File: src/rtl/poly_eval_horner.sv
// poly_eval_horner: serially loaded polynomial evaluator (Horner's method) on one shared mul/add datapath.
// Optional sticky arithmetic overflow flag is built when POLY_EVAL_OVERFLOW_EN is defined.
//
// state          | meaning
// LOAD_COEF      | waiting for Go to capture coef[idx]
// LOAD_COEF_WAIT | coefficient captured, waiting for Go to drop
// LOAD_X         | waiting for Go to capture x (acc preloaded with coef[D])
// LOAD_X_WAIT    | x captured, waiting for Go to drop
// MUL            | acc <= acc * x
// ADD            | acc <= acc + coef[idx]; last ADD publishes the result
// DONE           | result valid; Go starts a new set with coef[D]
module poly_eval_horner #(
    parameter int WIDTH  = 8,
    parameter int DEGREE = 2
) (
    input  logic             Clock,
    input  logic             Resetn,
    input  logic             Go,
    input  logic [WIDTH-1:0] DataIn,
    output logic [WIDTH-1:0] DataResult,
    output logic             ResultValid,
    output logic             Busy
`ifdef POLY_EVAL_OVERFLOW_EN
    ,
    output logic             Overflow
`endif
);

    typedef enum logic [2:0] {
        LOAD_COEF      = 3'd0,
        LOAD_COEF_WAIT = 3'd1,
        LOAD_X         = 3'd2,
        LOAD_X_WAIT    = 3'd3,
        MUL            = 3'd4,
        ADD            = 3'd5,
        DONE           = 3'd6
    } state_t;

    typedef enum logic [1:0] {
        ACC_HOLD = 2'd0,
        ACC_TOP  = 2'd1,
        ACC_MUL  = 2'd2,
        ACC_ADD  = 2'd3
    } acc_op_t;

    localparam logic [3:0] D_IDX = 4'(DEGREE);
    localparam logic [3:0] D_M1  = 4'(DEGREE - 1);

    if (DEGREE < 1 || DEGREE > 15) begin : g_bad_degree
        $error("poly_eval_horner: DEGREE must be in 1..15");
    end

    state_t           state_q, state_d;
    acc_op_t          acc_op;
    logic             rst_sync_n;
    logic [3:0]       idx_q, idx_d;
    logic [3:0]       coef_waddr;
    logic             coef_we;
    logic             x_we;
    logic             result_we;
    logic [WIDTH-1:0] coef_q [16];
    logic [WIDTH-1:0] coef_sel;
    logic [WIDTH-1:0] x_q;
    logic [WIDTH-1:0] acc_q;
    logic [WIDTH-1:0] mul_res;
    logic [WIDTH-1:0] add_res;

    // Assertion is immediate; release reaches the core one edge later.
    always_ff @(posedge Clock or negedge Resetn) begin
        if (!Resetn) rst_sync_n <= 1'b0;
        else         rst_sync_n <= 1'b1;
    end

    assign coef_sel = coef_q[idx_q];

`ifdef POLY_EVAL_OVERFLOW_EN
    logic [2*WIDTH-1:0] prod_full;
    logic [WIDTH:0]     sum_full;
    logic               mul_ovf;
    logic               add_carry;

    assign prod_full = {{WIDTH{1'b0}}, acc_q} * {{WIDTH{1'b0}}, x_q};
    assign mul_res   = prod_full[WIDTH-1:0];
    assign mul_ovf   = |prod_full[2*WIDTH-1:WIDTH];
    assign sum_full  = {1'b0, acc_q} + {1'b0, coef_sel};
    assign add_res   = sum_full[WIDTH-1:0];
    assign add_carry = sum_full[WIDTH];
`else
    assign mul_res = acc_q * x_q;
    assign add_res = acc_q + coef_sel;
`endif

    always_ff @(posedge Clock or negedge rst_sync_n) begin
        if (!rst_sync_n) state_q <= LOAD_COEF;
        else             state_q <= state_d;
    end

    always_comb begin
        state_d    = state_q;
        idx_d      = idx_q;
        coef_we    = 1'b0;
        coef_waddr = idx_q;
        x_we       = 1'b0;
        acc_op     = ACC_HOLD;
        result_we  = 1'b0;
        case (state_q)
            LOAD_COEF: begin
                if (Go) begin
                    coef_we = 1'b1;
                    state_d = LOAD_COEF_WAIT;
                end
            end
            LOAD_COEF_WAIT: begin
                if (!Go) begin
                    if (idx_q == 4'd0) begin
                        state_d = LOAD_X;
                    end else begin
                        idx_d   = idx_q - 4'd1;
                        state_d = LOAD_COEF;
                    end
                end
            end
            LOAD_X: begin
                if (Go) begin
                    x_we    = 1'b1;
                    acc_op  = ACC_TOP;
                    state_d = LOAD_X_WAIT;
                end
            end
            LOAD_X_WAIT: begin
                if (!Go) begin
                    idx_d   = D_M1;
                    state_d = MUL;
                end
            end
            MUL: begin
                acc_op  = ACC_MUL;
                state_d = ADD;
            end
            ADD: begin
                acc_op = ACC_ADD;
                if (idx_q == 4'd0) begin
                    result_we = 1'b1;
                    state_d   = DONE;
                end else begin
                    idx_d   = idx_q - 4'd1;
                    state_d = MUL;
                end
            end
            DONE: begin
                // Pressing Go here already carries a_D of the next set.
                if (Go) begin
                    coef_we    = 1'b1;
                    coef_waddr = D_IDX;
                    idx_d      = D_IDX;
                    state_d    = LOAD_COEF_WAIT;
                end
            end
            default: state_d = LOAD_COEF;
        endcase
    end

    always_ff @(posedge Clock or negedge rst_sync_n) begin
        if (!rst_sync_n) begin
            for (int i = 0; i < 16; i++) coef_q[i] <= '0;
            x_q         <= '0;
            acc_q       <= '0;
            idx_q       <= D_IDX;
            DataResult  <= '0;
            ResultValid <= 1'b0;
            Busy        <= 1'b0;
        end else begin
            idx_q <= idx_d;
            if (coef_we) coef_q[coef_waddr] <= DataIn;
            if (x_we)    x_q <= DataIn;
            case (acc_op)
                ACC_TOP: acc_q <= coef_q[D_IDX];
                ACC_MUL: acc_q <= mul_res;
                ACC_ADD: acc_q <= add_res;
                default: acc_q <= acc_q;
            endcase
            if (result_we) DataResult <= add_res;
            ResultValid <= (state_d == DONE);
            Busy        <= (state_d == MUL) || (state_d == ADD);
        end
    end

`ifdef POLY_EVAL_OVERFLOW_EN
    always_ff @(posedge Clock or negedge rst_sync_n) begin
        if (!rst_sync_n) begin
            Overflow <= 1'b0;
        end else if (x_we) begin
            Overflow <= 1'b0;
        end else if ((acc_op == ACC_MUL && mul_ovf) || (acc_op == ACC_ADD && add_carry)) begin
            Overflow <= 1'b1;
        end
    end
`endif

endmodule

File: config.mk
export PLATFORM = sky130hd
export DESIGN_NAME = poly_eval_horner
export DESIGN_NICKNAME = d
export VERILOG_FILES = /design/src/rtl/poly_eval_horner.sv
export SDC_FILE = /design/constraint.sdc
export NUM_CORES = 1
export LEC_CHECK = 0
export ABC_CLOCK_PERIOD_IN_PS = 4700
export BUFFER_PORTS_ARGS = -buffer_cell sky130_fd_sc_hd__buf_2
export CAP_MARGIN = 20
export CORE_MARGIN = 5
export CORE_UTILIZATION = 57
export DETAILED_ROUTE_END_ITERATION = 6
export PLACE_DENSITY = 0.74
export SETUP_SLACK_MARGIN = 0.2
export SYNTH_ARGS = -nofsm -noshare
export SYNTH_HDL_FRONTEND = slang
export SYNTH_SLANG_ARGS = --single-unit
File: constraint.sdc
create_clock -name Clock -period 4.7 [get_ports Clock]
set_input_delay 0.47 -clock Clock [delete_from_list [all_inputs] [get_ports Clock]]
set_output_delay 0.47 -clock Clock [all_outputs]
set_load 0.01 [all_outputs]
==> results.py, run 1 <==
metrics = {
    "timing": {
        "rsz0062_at_grt": "no",
        "setup_slack_ns": 0.686,
        "slew_headroom": 0.394,
        "worst_pin_slew_ns": 0.909,
        "final-hold-violation-count": 0,
        "tns_ns": 0,
        "timing.final.crit_share": 0.854,
        "fin_worst_skew_ns": 0.0108,
        "finalSetupViolCount": 0,
        "max_freq_mhz": 249,
        "holdWs_ns": 0.325,
        "slew_viol_final": 0,
        "min_period_ns": 4.01,
    },
    "floorplan": {
        "core_area_um2": 14600,
        "die_h_um": 132,
        "ios": 21,
        "die_area_um2": 17500,
        "die_w_um": 132,
        "rows": 44,
        "start_util": 0.584,
    },
    "synth": {
        "async_reset_ff_frac": 1.00,
        "synth-seq-cells": 162,
        "yosysSeqAreaShare": 0.476,
        "ys.flop_type": "dfrtp_1",
        "synthTopCellsByCount": "dfrtp_1, mux2_2, nand2_1",
        "synth_fp_nets": 685,
        "synth_cell_type_count": 45,
        "avgSynthCellArea_um2": 13.4,
        "synth_area_leaders": "dfrtp_1, mux2_2, mux4_2, ha_1, fa_1",
        "yosysTopAreaCellShare": 0.473,
        "netlist_area_um2": 8520,
        "synthCells": 637,
        "synthMostInstantiatedCell": "dfrtp_1",
        "synth-edff-count": 0,
        "synthesis.yosys.warnings": 0,
        "yosysTopAreaCell": "dfrtp_1",
    },
    "drt": {
        "viasPerCell": 6.04,
        "detail-route-antenna-nets": 0,
        "routed-via-count": 5107,
        "routed.top_layer": "met4",
        "drc": 0,
        "routed_wl_mm": 17.7,
        "dr.first_iter.drc_count": 329,
        "routedWlPerCell_um": 21.0,
        "wl_met2_mm": 9.14,
        "dr.pass1.iters": 5,
        "dr_wl_met3_um": 629,
        "drt-met1-wl_mm": 7.61,
    },
    "clock_network": {
        "post_cts_buffers": 0,
        "cts-root-buf": "clkbuf_16",
        "cts_tree": "yes",
        "clock_latency_ns": 0.43,
        "cts_buffers": 17,
        "cts_sinks": 162,
        "cts_max_level": 4,
        "clk_pin_slew_ns": 0.06,
        "clk_path_buf_depth": 2,
        "cts_resized": 0,
        "hold_buffers": 1,
    },
    "finish": {
        "area_growth_pct": 9.14,
        "drive_above_1_share": 0.365,
        "n_antenna_cell": 0,
        "fin_nets": 697,
        "finalInstanceArea_um2": 9300,
    },
    "hold_path": {
        "hp-class": "input port to asynchronous set/reset pin",
    },
    "global_routing": {
        "grt_max_degree": 69,
        "globalRouteTotalUtil": 0.214,
        "grt_pass1_vias": 5548,
        "grt.overflow.total": 0,
        "grt_pass1_wl_mm": 29.7,
        "antenna_found_initial": 0,
    },
    "worst_setup_path": {
        "cpMostUsedCell": "fa_1",
        "critPathTopFamily": "adder cells",
        "crit_arrival_ns": 4.36,
        "crit_required_ns": 5.05,
        "critPathKind": "flip-flop to flip-flop",
        "cp_max_fo": 10,
        "critPathCaptureType": "flip-flop",
        "r2r-start": "acc_q[1]",
        "r2r_end": "acc_q[7]",
        "slowest_stage": "dfrtp_1",
        "cp-start-kind": "flip-flop",
        "reg2reg_depth": 12,
        "rrSetupSlack_ns": 0.69,
        "path_cells": "and2_1 -> fa_1 -> inv_1 -> fa_1 -> fa_1 -> fa_1 -> xor2_1 -> xnor3_1 -> xnor3_1 -> xnor3_1 -> o21ai_0 -> o2bb2ai_1",
        "cpPeakStageDelay_ns": 0.49,
        "critPathBufInv": 1,
    },
    "outcome": {
        "outcome": "finished clean",
    },
    "job": {
        "maxCapViolations": 0,
    },
    "placed_design": {
        "dp_hpwl_mm": 12.5,
        "dp_slack_ns": 0.710,
        "io_buffers": 20,
        "placed_area_um2": 8760,
        "routabilityCongestion": 0.827,
    },
    "power": {
        "power_frac_clock": 0.183,
        "combPwrFrac": 0.460,
        "internal_power_w": 0.00441,
        "power_density_nw_per_um2": 747,
        "power_switching_w": 0.00254,
        "swShare": 0.365,
        "leakage_nw": 4.36,
        "peakVddDrop_mv": 0.340,
        "seqPwrFrac": 0.357,
    },
}
[cell usage in the layout, fill, tap and decap left out, types with 13 or more instances in the layout]
master / n
ha_1: 24
dfrtp_1: 159
and2_1: 27
inv_1: 28
mux4_2: 40
xnor2_1: 13
fa_1: 13
nand2_1: 44
mux2_2: 135
a21oi_1: 21
buf_2: 20
clkbuf_16: 17
[power by group through the flow]
stage               sequential, W  combinational [W]  clock (W)
detailed placement        0.00250            0.00318          0
CTS                       0.00248            0.00322    0.00129
global placement          0.00246            0.00307          0
finish                    0.00248            0.00320    0.00127
global route              0.00256            0.00353    0.00135
floorplan                 0.00222            0.00269          0
[stage by stage]
step	cells	power, W	utilization
2_1_floorplan	637	0.00490	-
3_3_place_gp	813	0.00552	0.601
3_5_place_dp	813	0.00568	0.601
4_1_cts	845	0.00699	0.638
5_1_grt	845	0.00744	0.638
6_report	845	0.00695	0.638
[cell type report]
class	count	area, µm²
clock buffers	23	448
clock inverters	8	85.1
fillers	1066	5290
inverters	28	105
multi-input cells	414	4230
flip-flops and latches	162	4060
well taps	184	230
repair buffers	26	148
[state kept, by name, indices dropped and copies added (netlist names)]
signal	count
coef_q	128
DataResult	8
acc_q	8
x_q	8
idx_q	4
state_q	3
Busy	1
ResultValid	1
rst_sync_n	1
[per-layer routing]
layer / vias to the layer above / global-route usage
met1: 2666 / 0.281
met4: 0 / 0.0684
met5: - / 0
li1: 2295 / -
met3: 32 / 0.0500
met2: 114 / 0.356
[worst max-delay path by stage]
stage / startpoint / to / slack (ns) / cells after the start
after floorplan: acc_q[1] / acc_q[7] / 0.93 / 12
final: acc_q[1] / acc_q[7] / 0.69 / 12
after CTS: acc_q[1] / acc_q[7] / 0.68 / 12
after global placement: acc_q[1] / acc_q[7] / 0.78 / 12
after global routing: acc_q[1] / acc_q[7] / 0.55 / 13
after detailed placement: acc_q[1] / acc_q[7] / 0.71 / 12
[logic make-up after synthesis]
| group | Yosys count | synth area share |
|---|---|---|
| AO/OA/AOI/OAI | 53 | 0.0379 |
| XOR/XNOR | 21 | 0.0273 |
| adder cells (fa/ha/maj) | 37 | 0.0658 |
| buffers and inverters | 61 | 0.0283 |
| flip-flops | 162 | 0.476 |
| multiplexers | 182 | 0.292 |
| other | 1 | 0.000440 |
| AND/OR/NAND/NOR | 120 | 0.0724 |
Note: power is estimated with default switching activity, not from simulation.
==> run 2, diff against run 1 <==
- REMOVE_ABC_BUFFERS: unset -> 1
==> results.py, run 2 (synthesis results as in run 1) <==
metrics = {
    "global_routing": {
        "globalRouteTotalUtil": 0.216,
        "grt_max_degree": 111,
        "grt_pass1_wl_mm": 29.9,
        "grt_pass1_vias": 5415,
        "grt.overflow.total": 0,
        "antenna_found_initial": 0,
    },
    "placed_design": {
        "io_buffers": 20,
        "dp_hpwl_mm": 12.5,
        "routabilityCongestion": 0.857,
        "placed_area_um2": 8790,
        "placed_cells": 815,
    },
    "clock_network": {
        "clk_pin_slew_ns": 0.06,
        "clock_latency_ns": 0.42,
        "cts_sinks": 162,
        "clk_path_buf_depth": 2,
        "cts_tree": "yes",
        "cts_max_level": 4,
        "cts_buffers": 17,
        "cts_resized": 0,
        "cts-root-buf": "clkbuf_16",
    },
    "drt": {
        "viasPerCell": 6.03,
        "routed_wl_mm": 17.8,
        "routedWlPerCell_um": 21.0,
        "drc": 0,
        "dr.pass1.iters": 4,
        "dr.first_iter.drc_count": 392,
        "routed-via-count": 5115,
        "detail-route-antenna-nets": 0,
    },
    "worst_setup_path": {
        "crit_cells": 12,
        "crit_arrival_ns": 4.36,
        "critPathTopFamily": "adder cells",
        "critPathCaptureType": "flip-flop",
        "r2r_end": "acc_q[7]",
        "crit_path_end": "acc_q[7]",
        "cp-start-kind": "flip-flop",
        "cpMostUsedCell": "fa_1",
        "cp_max_fo": 10,
        "r2r-start": "acc_q[1]",
        "path_cells": "and2_1 -> fa_1 -> inv_1 -> fa_1 -> fa_1 -> fa_1 -> xor2_1 -> xnor3_1 -> xnor3_1 -> xnor3_1 -> o21ai_0 -> o2bb2ai_1",
        "critPathBufInv": 1,
        "rrSetupSlack_ns": 0.69,
        "crit_path_start": "acc_q[1]",
        "slowest_stage": "dfrtp_1",
        "crit_required_ns": 5.04,
        "cpPeakStageDelay_ns": 0.51,
        "critPathKind": "flip-flop to flip-flop",
        "reg2reg_depth": 12,
    },
    "floorplan": {
        "ios": 21,
        "start_util": 0.584,
        "core_area_um2": 14600,
        "die_area_um2": 17500,
        "die_w_um": 132,
        "die_h_um": 132,
        "rows": 44,
    },
    "finish": {
        "area_growth_pct": 10.0,
        "fin_nets": 699,
        "drive_above_1_share": 0.373,
        "final_common_cell": "dfrtp_1",
        "finalInstanceArea_um2": 9380,
        "utilization": 0.643,
        "largest_register": "coef_q",
        "largest_reg_flops": 128,
        "final_cell_mix": "dfrtp_1, mux2_2, nand2_1",
        "fillers": 1079,
        "stdcell_count": 848,
        "n_antenna_cell": 0,
    },
    "power": {
        "leakage_nw": 4.41,
        "power_w": 0.00703,
        "power_density_nw_per_um2": 750,
        "peakVddDrop_mv": 0.317,
    },
    "timing": {
        "final-hold-violation-count": 0,
        "timing.final.crit_share": 0.854,
        "slew_viol_final": 0,
        "max_freq_mhz": 249,
        "min_period_ns": 4.01,
        "holdWs_ns": 0.354,
        "slew_headroom": 0.399,
        "rsz0062_at_grt": "no",
        "finalSetupViolCount": 0,
        "fin_worst_skew_ns": 0.00761,
        "worst_pin_slew_ns": 0.899,
    },
    "outcome": {
        "outcome": "finished clean",
    },
    "hold_path": {
        "hp-class": "input port to asynchronous set/reset pin",
    },
    "job": {
        "maxCapViolations": 0,
    },
}
run 2: metal layers:
| layer | track usage | vias to the layer above | share of wire |
|---|---|---|---|
| li1 | - | 2304 | - |
| met1 | 0.293 | 2680 | 0.44 |
| met2 | 0.350 | 100 | 0.51 |
| met3 | 0.0382 | 31 | 0.031 |
| met4 | 0.0837 | 0 | 0.019 |
| met5 | 0 | - | 0 |
run 2: how the worst min path moves through the flow:
stage               slack [ns]  startpoint  cells past startpoint    endpoint
global route              0.36      Resetn                      2  rst_sync_n
finish                    0.35      Resetn                      2  rst_sync_n
CTS                       0.34      Resetn                      2  rst_sync_n
detailed placement        0.25      Resetn                      1  rst_sync_n
floorplan                 0.17      Resetn                      0  rst_sync_n
global placement          0.25      Resetn                      1  rst_sync_n
run 2: timing repair:
action,4_1_cts,5_1_grt
setup buffers,0,0
hold endpoints to repair,1,0
hold buffers,1,0
run 2: final cells by class:
cell class / instances / area [µm²] / share of cell area
multi-input combinational: 414 / 4230 / 0.451
inverter: 28 / 105 / 0.0112
timing repair buffer: 28 / 175 / 0.0187
sequential: 162 / 4060 / 0.433
clock buffer: 22 / 474 / 0.0506
clock inverter: 10 / 108 / 0.0115
tap: 184 / 230 / 0.0245
run 2: metrics by stage:
stage	setup TNS (ns)	setup WS, ns
2_1_floorplan	-28.22	-0.176
3_3_place_gp	0	0.727
3_5_place_dp	0	0.692
4_1_cts	0	0.664
5_1_grt	0	0.419
6_report	0	0.685
run 2: report_power, final:
part	switching, W	internal [W]
logic	0.00143	0.00175
registers	0.000556	0.00193
clock network	0.000544	0.000819
run 2: worst register-to-register path, cell delays in order, from the launching register on:
cell	delay [ns]
dfrtp_1	0.51
and2_1	0.22
fa_1	0.42
inv_1	0.09
fa_1	0.40
fa_1	0.48
fa_1	0.44
xor2_1	0.18
xnor3_1	0.32
xnor3_1	0.37
xnor3_1	0.20
o21ai_0	0.16
o2bb2ai_1	0.14
==> run 3, diff against run 2 <==
- ABC_CLOCK_PERIOD_IN_PS: 4700 -> 3500
- clock period: 4.7 -> 3.5 ns (I/O delays scaled with it)
==> results.py, run 3 (synthesis results as in run 1) <==
metrics = {
    "timing": {
        "max_freq_mhz": 280,
        "rsz0062_at_grt": "yes",
        "timing.final.crit_share": 1.02,
        "setup_slack_ns": -0.0736,
        "finalSetupViolCount": 1,
        "fin_worst_skew_ns": 0.00912,
        "final-hold-violation-count": 0,
        "min_period_ns": 3.57,
        "slew_headroom": 0.412,
        "worst_pin_slew_ns": 0.882,
        "slew_viol_final": 0,
    },
    "global_routing": {
        "grt_max_degree": 98,
        "grt.overflow.total": 0,
        "globalRouteTotalUtil": 0.231,
        "grt_pass1_vias": 5757,
        "grt_pass1_wl_mm": 31.6,
        "antenna_found_initial": 0,
    },
    "drt": {
        "wl_met2_mm": 9.75,
        "dr_wl_met3_um": 748,
        "drc": 0,
        "routed-via-count": 5271,
        "dr.first_iter.drc_count": 494,
        "dr.pass1.iters": 4,
        "routed.top_layer": "met4",
        "detail-route-antenna-nets": 0,
        "routed_wl_mm": 19.2,
        "drt-met1-wl_mm": 8.05,
        "viasPerCell": 5.92,
        "routedWlPerCell_um": 21.5,
    },
    "power": {
        "power_w": 0.0109,
        "power_density_nw_per_um2": 1090,
        "peakVddDrop_mv": 0.604,
        "leakage_nw": 4.66,
    },
    "worst_setup_path": {
        "crit_arrival_ns": 3.92,
        "cpMostUsedCell": "xnor3_1",
        "cp_max_fo": 3,
        "slowest_stage": "fa_1",
        "critPathCaptureType": "flip-flop",
        "critPathKind": "flip-flop to flip-flop",
        "crit_required_ns": 3.85,
        "cpPeakStageDelay_ns": 0.49,
        "cp-start-kind": "flip-flop",
        "path_cells": "and2_4 -> fa_2 -> inv_2 -> fa_1 -> fa_1 -> fa_2 -> xor2_1 -> xnor3_1 -> xnor3_1 -> xnor3_1 -> o21ai_1 -> o2bb2ai_1",
    },
    "placed_design": {
        "routabilityCongestion": 0.886,
        "placed_cells": 849,
        "dp_hpwl_mm": 13.3,
        "io_buffers": 20,
    },
    "outcome": {
        "violations": "setup timing",
        "outcome": "complete, but fails checks",
    },
    "finish": {
        "final_cell_mix": "dfrtp_1, mux2_2, nand2_1, buf_4, mux4_2",
        "stdcell_count": 890,
        "fin_nets": 741,
        "drive_above_1_share": 0.462,
        "n_antenna_cell": 0,
        "area_growth_pct": 17.0,
        "largest_register": "coef_q",
        "largest_reg_flops": 128,
        "final_common_cell": "dfrtp_1",
    },
    "clock_network": {
        "clk_pin_slew_ns": 0.06,
        "cts-root-buf": "clkbuf_16",
        "cts_buffers": 17,
        "cts_tree": "yes",
        "cts_sinks": 162,
        "clk_path_buf_depth": 2,
        "clock_latency_ns": 0.43,
        "cts_max_level": 4,
    },
    "hold_path": {
        "hp-class": "input port to asynchronous set/reset pin",
    },
    "floorplan": {
        "die_h_um": 132,
        "rows": 44,
        "die_w_um": 132,
        "die_area_um2": 17500,
        "ios": 21,
        "start_util": 0.584,
        "core_area_um2": 14600,
    },
    "job": {
        "maxCapViolations": 0,
    },
}
==> run 3: cell count changes in the layout (fill, tap and decap cells not counted), sizes merged <==
cell	previous run	this run
buf	27	69
clkbuf	22	20
bufinv	2	3
inv	28	29
==> run 3: repair_timing <==
action | 4_1_cts | 5_1_grt
resized for setup | 29 | 17
pin swaps | 29 | 24
endpoints found under the hold margin | 1 | 0
setup buffers | 5 | 3
setup endpoints to repair | 8 | 8
hold buffers | 1 | 0
==> run 3: per-stage QoR <==
stage / utilization / hold WS [ns] / area, µm² / setup TNS (ns) / setup WS [ns]
4_1_cts: 0.676 / 0.203 / 9860 / -0.138 / -0.138
6_report: 0.684 / 0.221 / 9970 / -0.0736 / -0.0736
2_1_floorplan: - / 0.0544 / 8390 / -224.72 / -1.38
3_5_place_dp: 0.621 / 0.127 / 9060 / -0.489 / -0.434
3_3_place_gp: 0.621 / 0.126 / 9060 / -0.325 / -0.312
5_1_grt: 0.684 / 0.215 / 9970 / -0.366 / -0.178
==> run 3: routing by layer <==
layer,up-vias,track usage
li1,2382,-
met1,2724,0.296
met2,125,0.376
met3,40,0.0557
met4,0,0.101
met5,-,0
==> run 3: area by class of cell <==
cell class	instances	area, µm²
Fill cell	989	4620
Multi-Input combinational cell	414	4410
Sequential cell	162	4070
Timing Repair Buffer	70	538
Clock buffer	20	467
Tap cell	184	230
Clock inverter	12	154
Inverter	28	105
==> run 3: worst paths after layout <==
path                       startpoint  cells past startpoint  slack [ns]           to
max reg2reg                    x_q[4]                     12       -0.07     acc_q[7]
min reg2reg                rst_sync_n                      0        0.44   coef_q[42]
min                            Resetn                      2        0.22   rst_sync_n
max                            x_q[4]                     12       -0.07     acc_q[7]
max in group asynchronous  rst_sync_n                      1        2.07  coef_q[124]
min in group Clock                 Go                      3        0.27   state_q[0]
==> run 3: report_power, final <==
| part | total (W) | switching, W | internal (W) |
|---|---|---|---|
| logic | 0.00587 | 0.00267 | 0.00321 |
| clock network | 0.00193 | 0.000751 | 0.00118 |
| registers | 0.00311 | 0.000506 | 0.00261 |
| total | 0.0109 | 0.00393 | 0.00699 |
==> run 3: critical path, delay by kind of cell (launching register included) <==
kind / cells / cell delay [ns]
xor+xnor: 4 / 0.99
flops: 1 / 0.40
fa+ha+maj: 4 / 1.63
simple gates: 1 / 0.15
compound gates: 2 / 0.25
buf+inv: 1 / 0.06
